File: src/rtl/fwdu_sb_pkg.sv
// Shared CPU width defaults and scoreboard sizing used by the forwarding unit.
// Entry fields are valid / rd / rdy / data, held as parallel packed arrays in fwdu_sb.
package fwdu_sb_pkg;

    localparam int unsigned FWDU_REGNO_WIDTH = 5;
    localparam int unsigned FWDU_REG_WIDTH   = 32;
    localparam int unsigned FWDU_DEPTH       = 3;
    localparam int unsigned FWDU_NRD         = 2;

endpackage

File: src/rtl/fwdu_sb_lookup.sv
// Youngest-match search of one source operand against the in-flight scoreboard.
// Entry 0 is the youngest, so the lowest matching index wins.
module fwdu_sb_lookup
    import fwdu_sb_pkg::*;
#(
    parameter int unsigned REGNO_WIDTH = FWDU_REGNO_WIDTH,
    parameter int unsigned REG_WIDTH   = FWDU_REG_WIDTH,
    parameter int unsigned DEPTH       = FWDU_DEPTH
) (
    input  logic [REGNO_WIDTH-1:0]       rd_no_i,
    input  logic [REG_WIDTH-1:0]         rd_data_i,
    input  logic [DEPTH-1:0]             valid_i,
    input  logic [DEPTH*REGNO_WIDTH-1:0] rd_i,
    input  logic [DEPTH-1:0]             rdy_e_i,
    input  logic [DEPTH*REG_WIDTH-1:0]   data_e_i,
    output logic [REG_WIDTH-1:0]         fwd_data_o,
    output logic                         hazard_o
);

    logic                 hit_s;
    logic                 hit_rdy_s;
    logic [REG_WIDTH-1:0] hit_data_s;

    // Scan oldest to youngest so a younger match overwrites any older one.
    always_comb begin
        hit_s      = 1'b0;
        hit_rdy_s  = 1'b0;
        hit_data_s = '0;
        for (int k = DEPTH - 1; k >= 0; k--) begin
            if (valid_i[k] && (rd_i[k*REGNO_WIDTH +: REGNO_WIDTH] == rd_no_i)) begin
                hit_s      = 1'b1;
                hit_rdy_s  = rdy_e_i[k];
                hit_data_s = data_e_i[k*REG_WIDTH +: REG_WIDTH];
            end else begin
                hit_s      = hit_s;
            end
        end
    end

    // Register 0 bypasses the scoreboard entirely.
    always_comb begin
        if ((rd_no_i == '0) || !hit_s) begin
            fwd_data_o = rd_data_i;
            hazard_o   = 1'b0;
        end else begin
            fwd_data_o = hit_data_s;
            hazard_o   = !hit_rdy_s;
        end
    end

endmodule

File: src/rtl/fwdu_sb.sv
// Scoreboard forwarding unit: tracks DEPTH in-flight destinations after decode,
// forwards the youngest value to NRD decode operands and stalls on load-use.
module fwdu_sb
    import fwdu_sb_pkg::*;
#(
    parameter int unsigned REGNO_WIDTH = FWDU_REGNO_WIDTH,
    parameter int unsigned REG_WIDTH   = FWDU_REG_WIDTH,
    parameter int unsigned DEPTH       = FWDU_DEPTH,
    parameter int unsigned NRD         = FWDU_NRD
) (
    input  logic                       clk,
    input  logic                       rst,
    input  logic                       hold,
    input  logic                       flush,
    input  logic                       iss_wr,
    input  logic [REGNO_WIDTH-1:0]     iss_rd,
    input  logic                       iss_rdy,
    input  logic [REG_WIDTH-1:0]       iss_data,
    input  logic [DEPTH-1:0]           res_en,
    input  logic [DEPTH*REG_WIDTH-1:0] res_data,
    input  logic [NRD*REGNO_WIDTH-1:0] rd_no,
    input  logic [NRD*REG_WIDTH-1:0]   rd_data,
    output logic [NRD*REG_WIDTH-1:0]   fwd_data,
    output logic                       stall
);

    logic [DEPTH-1:0]                  valid_q, valid_d;
    logic [DEPTH-1:0]                  rdy_q, rdy_d;
    logic [DEPTH-1:0][REGNO_WIDTH-1:0] rd_q, rd_d;
    logic [DEPTH-1:0][REG_WIDTH-1:0]   data_q, data_d;

    logic [DEPTH-1:0]                  rdy_e_s;
    logic [DEPTH-1:0][REG_WIDTH-1:0]   data_e_s;
    logic [NRD-1:0]                    hazard_s;
    logic                              stall_s;

    // Effective entry view: a result arriving this cycle counts as ready now.
    always_comb begin
        for (int k = 0; k < DEPTH; k++) begin
            rdy_e_s[k] = rdy_q[k] | (res_en[k] & valid_q[k]);
            if (res_en[k] && valid_q[k]) begin
                data_e_s[k] = res_data[k*REG_WIDTH +: REG_WIDTH];
            end else begin
                data_e_s[k] = data_q[k];
            end
        end
    end

    for (genvar j = 0; j < NRD; j++) begin : g_port
        fwdu_sb_lookup #(
            .REGNO_WIDTH (REGNO_WIDTH),
            .REG_WIDTH   (REG_WIDTH),
            .DEPTH       (DEPTH)
        ) u_lookup (
            .rd_no_i    (rd_no[j*REGNO_WIDTH +: REGNO_WIDTH]),
            .rd_data_i  (rd_data[j*REG_WIDTH +: REG_WIDTH]),
            .valid_i    (valid_q),
            .rd_i       (rd_q),
            .rdy_e_i    (rdy_e_s),
            .data_e_i   (data_e_s),
            .fwd_data_o (fwd_data[j*REG_WIDTH +: REG_WIDTH]),
            .hazard_o   (hazard_s[j])
        );
    end

    // A flush already empties the pipe, so it also cancels this cycle's stall.
    assign stall_s = (|hazard_s) & ~flush;
    assign stall   = stall_s;

    // Next-state: flush, then hold (absorb results in place), then shift with issue or bubble.
    always_comb begin
        valid_d = valid_q;
        rdy_d   = rdy_q;
        rd_d    = rd_q;
        data_d  = data_q;
        if (flush) begin
            valid_d = '0;
            rdy_d   = '0;
        end else if (hold) begin
            rdy_d  = rdy_e_s;
            data_d = data_e_s;
        end else begin
            for (int k = DEPTH - 1; k >= 1; k--) begin
                valid_d[k] = valid_q[k-1];
                rd_d[k]    = rd_q[k-1];
                rdy_d[k]   = rdy_e_s[k-1];
                data_d[k]  = data_e_s[k-1];
            end
            if (stall_s) begin
                valid_d[0] = 1'b0;
                rd_d[0]    = '0;
                rdy_d[0]   = 1'b0;
                data_d[0]  = '0;
            end else begin
                valid_d[0] = iss_wr && (iss_rd != '0);
                rd_d[0]    = iss_rd;
                rdy_d[0]   = iss_rdy;
                data_d[0]  = iss_data;
            end
        end
    end

    // Scoreboard state registers.
    always_ff @(posedge clk or posedge rst) begin
        if (rst) begin
            valid_q <= '0;
            rdy_q   <= '0;
            rd_q    <= '0;
            data_q  <= '0;
        end else begin
            valid_q <= valid_d;
            rdy_q   <= rdy_d;
            rd_q    <= rd_d;
            data_q  <= data_d;
        end
    end

endmodule

File: config.mk
export PLATFORM = sky130hd
export DESIGN_NAME = fwdu_sb
export DESIGN_NICKNAME = d
export VERILOG_FILES = /design/src/rtl/fwdu_sb_pkg.sv /design/src/rtl/fwdu_sb_lookup.sv /design/src/rtl/fwdu_sb.sv
export SDC_FILE = /design/constraint.sdc
export NUM_CORES = 1
export LEC_CHECK = 0
export CAP_MARGIN = 10
export CORE_MARGIN = 2
export CORE_UTILIZATION = 25
export DETAILED_ROUTE_END_ITERATION = 10
export PLACE_DENSITY = 0.47
export SYNTH_ARGS = -nofsm -noshare
export SYNTH_HDL_FRONTEND = slang
export SYNTH_SLANG_ARGS = --single-unit
File: constraint.sdc
create_clock -name clk -period 4.1 [get_ports clk]
set_clock_uncertainty 0.1 [all_clocks]
set_input_delay 0.82 -clock clk [delete_from_list [all_inputs] [get_ports clk]]
set_output_delay 0.82 -clock clk [all_outputs]
set_load 0.02 [all_outputs]
## Word-level counts from Yosys, hierarchy flattened

Cells that the tools add are included.

- Flip-flop bits (word level): 117
- Input bits: 216

- Eq/ne operators: 7
- Reduce and logical (&&, ||, !) cells: 21
- Bitwise operators: 9
- Muxes and demuxes: 34

Operators by type and width:

| kind | number |
|---|---|
| 2-to-1 mux 32 bit | 12 |
| 2-to-1 mux 96 bit | 1 |
| == test 5 bit | 6 |
| 2-to-1 mux 1 bit | 16 |
| 2-to-1 mux 3 bit | 4 |
| logical AND 1 bit | 10 |
| zero test 5 bit | 2 |
| 2-to-1 mux 5 bit | 1 |
| nonzero test 5 bit | 1 |
| bitwise AND 1 bit | 4 |
| zero test 1 bit | 4 |
| bitwise OR 1 bit | 3 |
| logical OR 1 bit | 2 |
| inequality test 2 x 1 -> 1 bit (second input constant) | 1 |
| NOT 1 bit | 2 |
| AND reduction 2 bit | 1 |
| OR reduction 2 bit | 1 |

## Logic depth before layout (Yosys ltp)

Gate-level depths: netlist (run 1).

- Word-level depth: 13
- Depth in mapped cells: 9
- Mapped depth without buffers: 6

## Cells and area by module

Synthesis (run 1) repeated with hierarchy kept, for this count alone.

- Cells, all modules: 1035
- Area, all modules: 9477.8 um2

Modules (own cells, without submodules):

| module | area an instance (um2) | sequential area each (um2) | instances | cells an instance |
|---|---|---|---|---|
| fwdu_sb | 6297.3 | 2927.8 | 1 | 583 |
| fwdu_sb_lookup | 1590.3 | 0.0 | 2 | 226 |

## Least setup slack after synthesis (run 1)

Ideal clock, no wire load.

- Kind: input-to-output
- From: in rd_no[1]
- To: out fwd_data[10]
- Required time: 3180 ps
- Cell stages on the path: 8
- Slack: 689 ps
- Data arrival time: 2491 ps
- Path through: xnor2_1 > nand4_1 > or2_1 > buf_2 > a31o_1 > buf_6 > clkbuf_1 > o21ai_0

- Longest elaborated chain between the ends: 8
- Elaborated cells on any way between the ends: 16
- Classes of those cells: eq/ne: 3; mux: 7; reduce/logical: 6

RTL lines:

| item | line | source |
|---|---|---|
| start, declared | fwdu_sb.sv:21 | `input logic [NRD*REGNO_WIDTH-1:0] rd_no,` |
| == test 5 bit | fwdu_sb_lookup.sv:30 | `if (valid_i[k] && (rd_i[k*REGNO_WIDTH +: REGNO_WIDTH] == rd_no_i)) begin` |
| logical AND 1 bit | fwdu_sb_lookup.sv:30 |  |
| 2-to-1 mux 1 bit (3 in series) | fwdu_sb_lookup.sv:30 |  |
| zero test 1 bit | fwdu_sb_lookup.sv:42 | `if ((rd_no_i == '0) \|\| !hit_s) begin` |
| logical OR 1 bit | fwdu_sb_lookup.sv:42 |  |
| 2-to-1 mux 32 bit (*) | fwdu_sb_lookup.sv:42 |  |
| end, declared | fwdu_sb.sv:23 | `output logic [NRD*REG_WIDTH-1:0] fwd_data,` |

Every way passes the cells marked *; elsewhere a longest branch is shown, timed or not.

## Final worst setup path (run 1)

- From: in rd_no[9]
- To: out fwd_data[62]

The elaborated chain is that of the path after synthesis.

==> impl_metrics.xml, run 1 <==
<?xml version="1.0" encoding="UTF-8"?>
<metrics>
  <group name="synth">
    <metric name="synthesis.area" unit="um2">8650</metric>
    <metric name="synth_nets" unit="">1263</metric>
    <metric name="synth_warnings" unit="">0</metric>
    <metric name="part_of_the_yosys_area_used_for_sequential_elements" unit="%">33.8</metric>
    <metric name="post_synth_num_cell_types" unit="">45</metric>
    <metric name="post_syn_instances" unit="">1047</metric>
    <metric name="synth_edf_count" unit="">0</metric>
    <metric name="yosys_register_bits" unit="">117</metric>
    <metric name="synth_area_per_inst" unit="um2">8.26</metric>
    <metric name="synthArstFlopShare" unit="%">100</metric>
    <metric name="yosys_most_used_dff" unit="">sky130_fd_sc_hd__dfrtp_1</metric>
  </group>
  <group name="pwr">
    <metric name="power_density" unit="nW/um2">319</metric>
    <metric name="internal_power" unit="uW">2760</metric>
    <metric name="power.static_leakage" unit="uW">0.00598</metric>
    <metric name="switching_power" unit="uW">1290</metric>
    <metric name="vdd.ir_drop.worst" unit="mV">0.253</metric>
    <metric name="p_total" unit="uW">4050</metric>
    <metric name="power.clock.fraction" unit="%">34.5</metric>
    <metric name="combinationalPowerShare" unit="%">29.8</metric>
    <metric name="seq_power_share" unit="%">35.7</metric>
    <metric name="netSwitchingFraction" unit="%">31.9</metric>
  </group>
  <group name="finish">
    <metric name="area_used_by_multi_input_combinational_logic" unit="um2">5390</metric>
    <metric name="postLayoutCoreUtil" unit="%">37.1</metric>
    <metric name="register_area" unit="um2">2930</metric>
    <metric name="drive_above_1_share" unit="%">14.6</metric>
    <metric name="area_growth_syn_to_layout" unit="%">46.9</metric>
    <metric name="nets" unit="">1539</metric>
    <metric name="nFillCells" unit="">3604</metric>
  </group>
  <group name="hold_path">
    <metric name="hold_path.class" unit="">reg2reg</metric>
    <metric name="min_from" unit="">data_q[94]</metric>
    <metric name="holdPathStages" unit="">2</metric>
    <metric name="min_to" unit="">data_q[94]</metric>
  </group>
  <group name="flow_run">
    <metric name="drv_cap" unit="">0</metric>
  </group>
  <group name="global_route">
    <metric name="antenna_found_initial" unit="">2</metric>
    <metric name="grt_first_pass_wirelength" unit="um">51500</metric>
    <metric name="number_of_global_route_vias_before_repair" unit="">8419</metric>
    <metric name="grt-ovfl-total" unit="">0</metric>
    <metric name="gr-usage-all-layers" unit="%">18.7</metric>
    <metric name="grt_start_max_net_pins" unit="">71</metric>
  </group>
  <group name="timing">
    <metric name="achievable-frequency" unit="MHz">250</metric>
    <metric name="final-max-slew-violation-count" unit="">0</metric>
    <metric name="fin_tns_setup" unit="ps">0</metric>
    <metric name="tmin_final" unit="ps">4000</metric>
    <metric name="grt_setup_unrepaired" unit="">yes</metric>
    <metric name="worst_pin_slew" unit="ps">1100</metric>
    <metric name="slew_headroom" unit="%">26.7</metric>
    <metric name="period_share" unit="%">97.5</metric>
    <metric name="final-hold-violation-count" unit="">0</metric>
    <metric name="fin_ws" unit="ps">103</metric>
    <metric name="finalSetupViolations" unit="">0</metric>
    <metric name="holdWs" unit="ps">378</metric>
  </group>
  <group name="setup_path">
    <metric name="reg2reg_from" unit="">rd_q[6]</metric>
    <metric name="critical_path.endpoint_type" unit="">primary output</metric>
    <metric name="cp_slowest_stage_delay" unit="ps">550</metric>
    <metric name="cp_arrival" unit="ps">3080</metric>
    <metric name="r2r_slack" unit="ps">1410</metric>
    <metric name="reg2reg_to" unit="">data_q[1]</metric>
    <metric name="slowest_stage" unit="">sky130_fd_sc_hd__clkdlybuf4s50_1</metric>
    <metric name="timing.critical_path.cells" unit="">clkdlybuf4s50_1, buf_4, xnor2_1, nand4_1, or2_2, buf_12, mux2i_1, o21ai_0, clkdlybuf4s15_1</metric>
    <metric name="critical_path_required" unit="ps">3180</metric>
    <metric name="critPathMaxFanout" unit="">16</metric>
    <metric name="critical_path_class" unit="">in2out</metric>
    <metric name="critPathLaunchType" unit="">primary input</metric>
    <metric name="reg2reg_depth" unit="">8</metric>
  </group>
  <group name="place">
    <metric name="numPortBuffers" unit="">280</metric>
    <metric name="detailedPlacementHpwl" unit="um">24000</metric>
    <metric name="gp_congestion" unit="">0.806</metric>
    <metric name="pre_cts_slack" unit="ps">-275</metric>
  </group>
  <group name="clock_tree">
    <metric name="worst_skew_pair.late_latency" unit="ps">410</metric>
    <metric name="cts_max_path_buffers" unit="">2</metric>
    <metric name="ctsRootBufferMaster" unit="">sky130_fd_sc_hd__clkbuf_16</metric>
    <metric name="clkSlewWorstSetupHoldPaths" unit="ps">50</metric>
    <metric name="numClockSinks" unit="">117</metric>
    <metric name="tritoncts_clock_tree" unit="">done</metric>
    <metric name="cts_hold_fix_bufs" unit="">0</metric>
    <metric name="cts_inserted_buffers" unit="">17</metric>
    <metric name="ctsHtreeMaxLevel" unit="">4</metric>
  </group>
  <group name="route">
    <metric name="postRouteAntennaNets" unit="">0</metric>
    <metric name="detailedRoute.firstPassIterationCount" unit="">5</metric>
    <metric name="drc_errors" unit="">0</metric>
    <metric name="final_wirelength" unit="um">34200</metric>
    <metric name="drt_iter0_drc" unit="">389</metric>
    <metric name="vias" unit="">8467</metric>
    <metric name="via_per_instance_ratio" unit="">4.72</metric>
    <metric name="post_drt_wl_per_cell" unit="um">19.1</metric>
  </group>
  <group name="floorplanning">
    <metric name="placementRows" unit="">68</metric>
    <metric name="coreArea" unit="um2">34300</metric>
    <metric name="floorplan.die_area" unit="um2">36100</metric>
    <metric name="io_pins" unit="">281</metric>
    <metric name="die_w" unit="um">190</metric>
    <metric name="initial_core_util" unit="%">25.2</metric>
    <metric name="die-height" unit="um">190</metric>
  </group>
  <group name="status">
    <metric name="run_status" unit="">finished, final reports clean</metric>
  </group>
</metrics>
[placed cells by master (no fill, tap or decap), drive strengths merged, types with 31 or more instances in the layout]
master	n
a21oi	31
a22oi	32
buf	63
clkbuf	71
clkdlybuf4s50	211
dfrtp	117
mux2	34
mux2i	188
nand2	243
nor2	45
o21ai	197
[through the flow]
step / cell area [um2] / instances
2_1_floorplan: 8650 / 1047
3_3_place_gp: 12300 / 1753
3_5_place_dp: 12300 / 1753
4_1_cts: 12800 / 1785
5_1_grt: 12700 / 1790
6_report: 12700 / 1793
[metal layers]
layer | wire length [um] | vias up | global-route usage, %
met5 | 0 | - | 0
met4 | 384 | 0 | 3.94
met2 | 16000 | 201 | 30.5
li1 | - | 4235 | -
met3 | 1790 | 19 | 4.63
met1 | 16100 | 4012 | 24.9
[worst max-delay path by stage]
stage                     startpoint            to  slack (ps)
final                       rd_no[9]  fwd_data[62]         100
after global routing        rd_no[8]  fwd_data[50]          -8
after floorplan                  rst     data_q[0]          80
after detailed placement    rd_no[2]  fwd_data[17]        -270
after global placement      rd_no[2]  fwd_data[16]        -250
after CTS                   rd_no[8]  fwd_data[60]         -10
[cells by family after synthesis]
kind of cell | synth area share, %
compound gates | 17.9
simple gates | 14.4
flops | 33.8
buf+inv | 4.64
mux | 26.2
xor+xnor | 3.04
[critical path: cells and delay by family]
kind | cells | cell delay [ps]
multiplexers | 1 | 150
AO/OA/AOI/OAI | 1 | 150
AND/OR/NAND/NOR | 2 | 630
buffers and inverters | 4 | 1210
XOR/XNOR | 1 | 110
[Yosys cell counts, types with 3 or more instances]
cell,instances,area share [%]
sky130_fd_sc_hd__nand2_1,243,11
sky130_fd_sc_hd__mux2i_1,188,22
sky130_fd_sc_hd__o21ai_0,186,11
sky130_fd_sc_hd__dfrtp_1,117,34
sky130_fd_sc_hd__nor2_1,44,1.9
sky130_fd_sc_hd__clkbuf_1,42,1.8
sky130_fd_sc_hd__mux2_2,34,4.4
sky130_fd_sc_hd__a22oi_1,32,2.8
sky130_fd_sc_hd__a21oi_1,31,1.8
sky130_fd_sc_hd__buf_2,27,1.6
sky130_fd_sc_hd__xnor2_1,25,2.5
sky130_fd_sc_hd__o21ai_1,11,0.64
sky130_fd_sc_hd__buf_1,7,0.30
sky130_fd_sc_hd__nand4_1,5,0.36
sky130_fd_sc_hd__xor2_1,5,0.51
sky130_fd_sc_hd__buf_4,4,0.35
sky130_fd_sc_hd__buf_6,4,0.52
sky130_fd_sc_hd__nand3_1,3,0.17
sky130_fd_sc_hd__nor3_1,3,0.17
sky130_fd_sc_hd__or2_2,3,0.22
sky130_fd_sc_hd__or4_1,3,0.26
[repair_timing]
item / 4_1_cts / 5_1_grt
endpoints found under the setup margin: 64 / 62
gates cloned: 0 / 1
buffers inserted: 1 / 4
gates resized for setup: 82 / 147
pin swaps: 1 / 2
[sequential cells by signal, summed over array words and instances (netlist names)]
register	flops
rd_q	15
valid_q	3
data_q	96
rdy_q	3
[cell type report]
class / count / share of cell area, %
inverter: 2 / 0.0788
antenna: 3 / 0.0591
clock buffer: 21 / 3.54
timing repair buffer: 341 / 25.7
tap: 455 / 4.48
sequential: 117 / 23.0
multi-input combinational: 844 / 42.4
clock inverter: 10 / 0.660
[power groups by stage]
stage	Combinational (uW)	Sequential (uW)	Clock, uW
after CTS	1230	1450	1450
after detailed placement	1250	1470	0
final	1210	1450	1400
after floorplan	711	1430	0
after global routing	1350	1470	1490
after global placement	1240	1460	0
(Power assumes the default switching activity.)
==> run 2, diff against run 1 <==
--- a/config.mk
+++ b/config.mk
@@ -5,7 +5,7 @@
 export SDC_FILE = /design/constraint.sdc
 export NUM_CORES = 1
 export LEC_CHECK = 0
-export CAP_MARGIN = 10
+export CAP_MARGIN = 20
 export CORE_MARGIN = 2
 export CORE_UTILIZATION = 25
 export DETAILED_ROUTE_END_ITERATION = 10
==> results of run 2 <==
No change in the layout: final DEF, timing and power equal those of run 1.
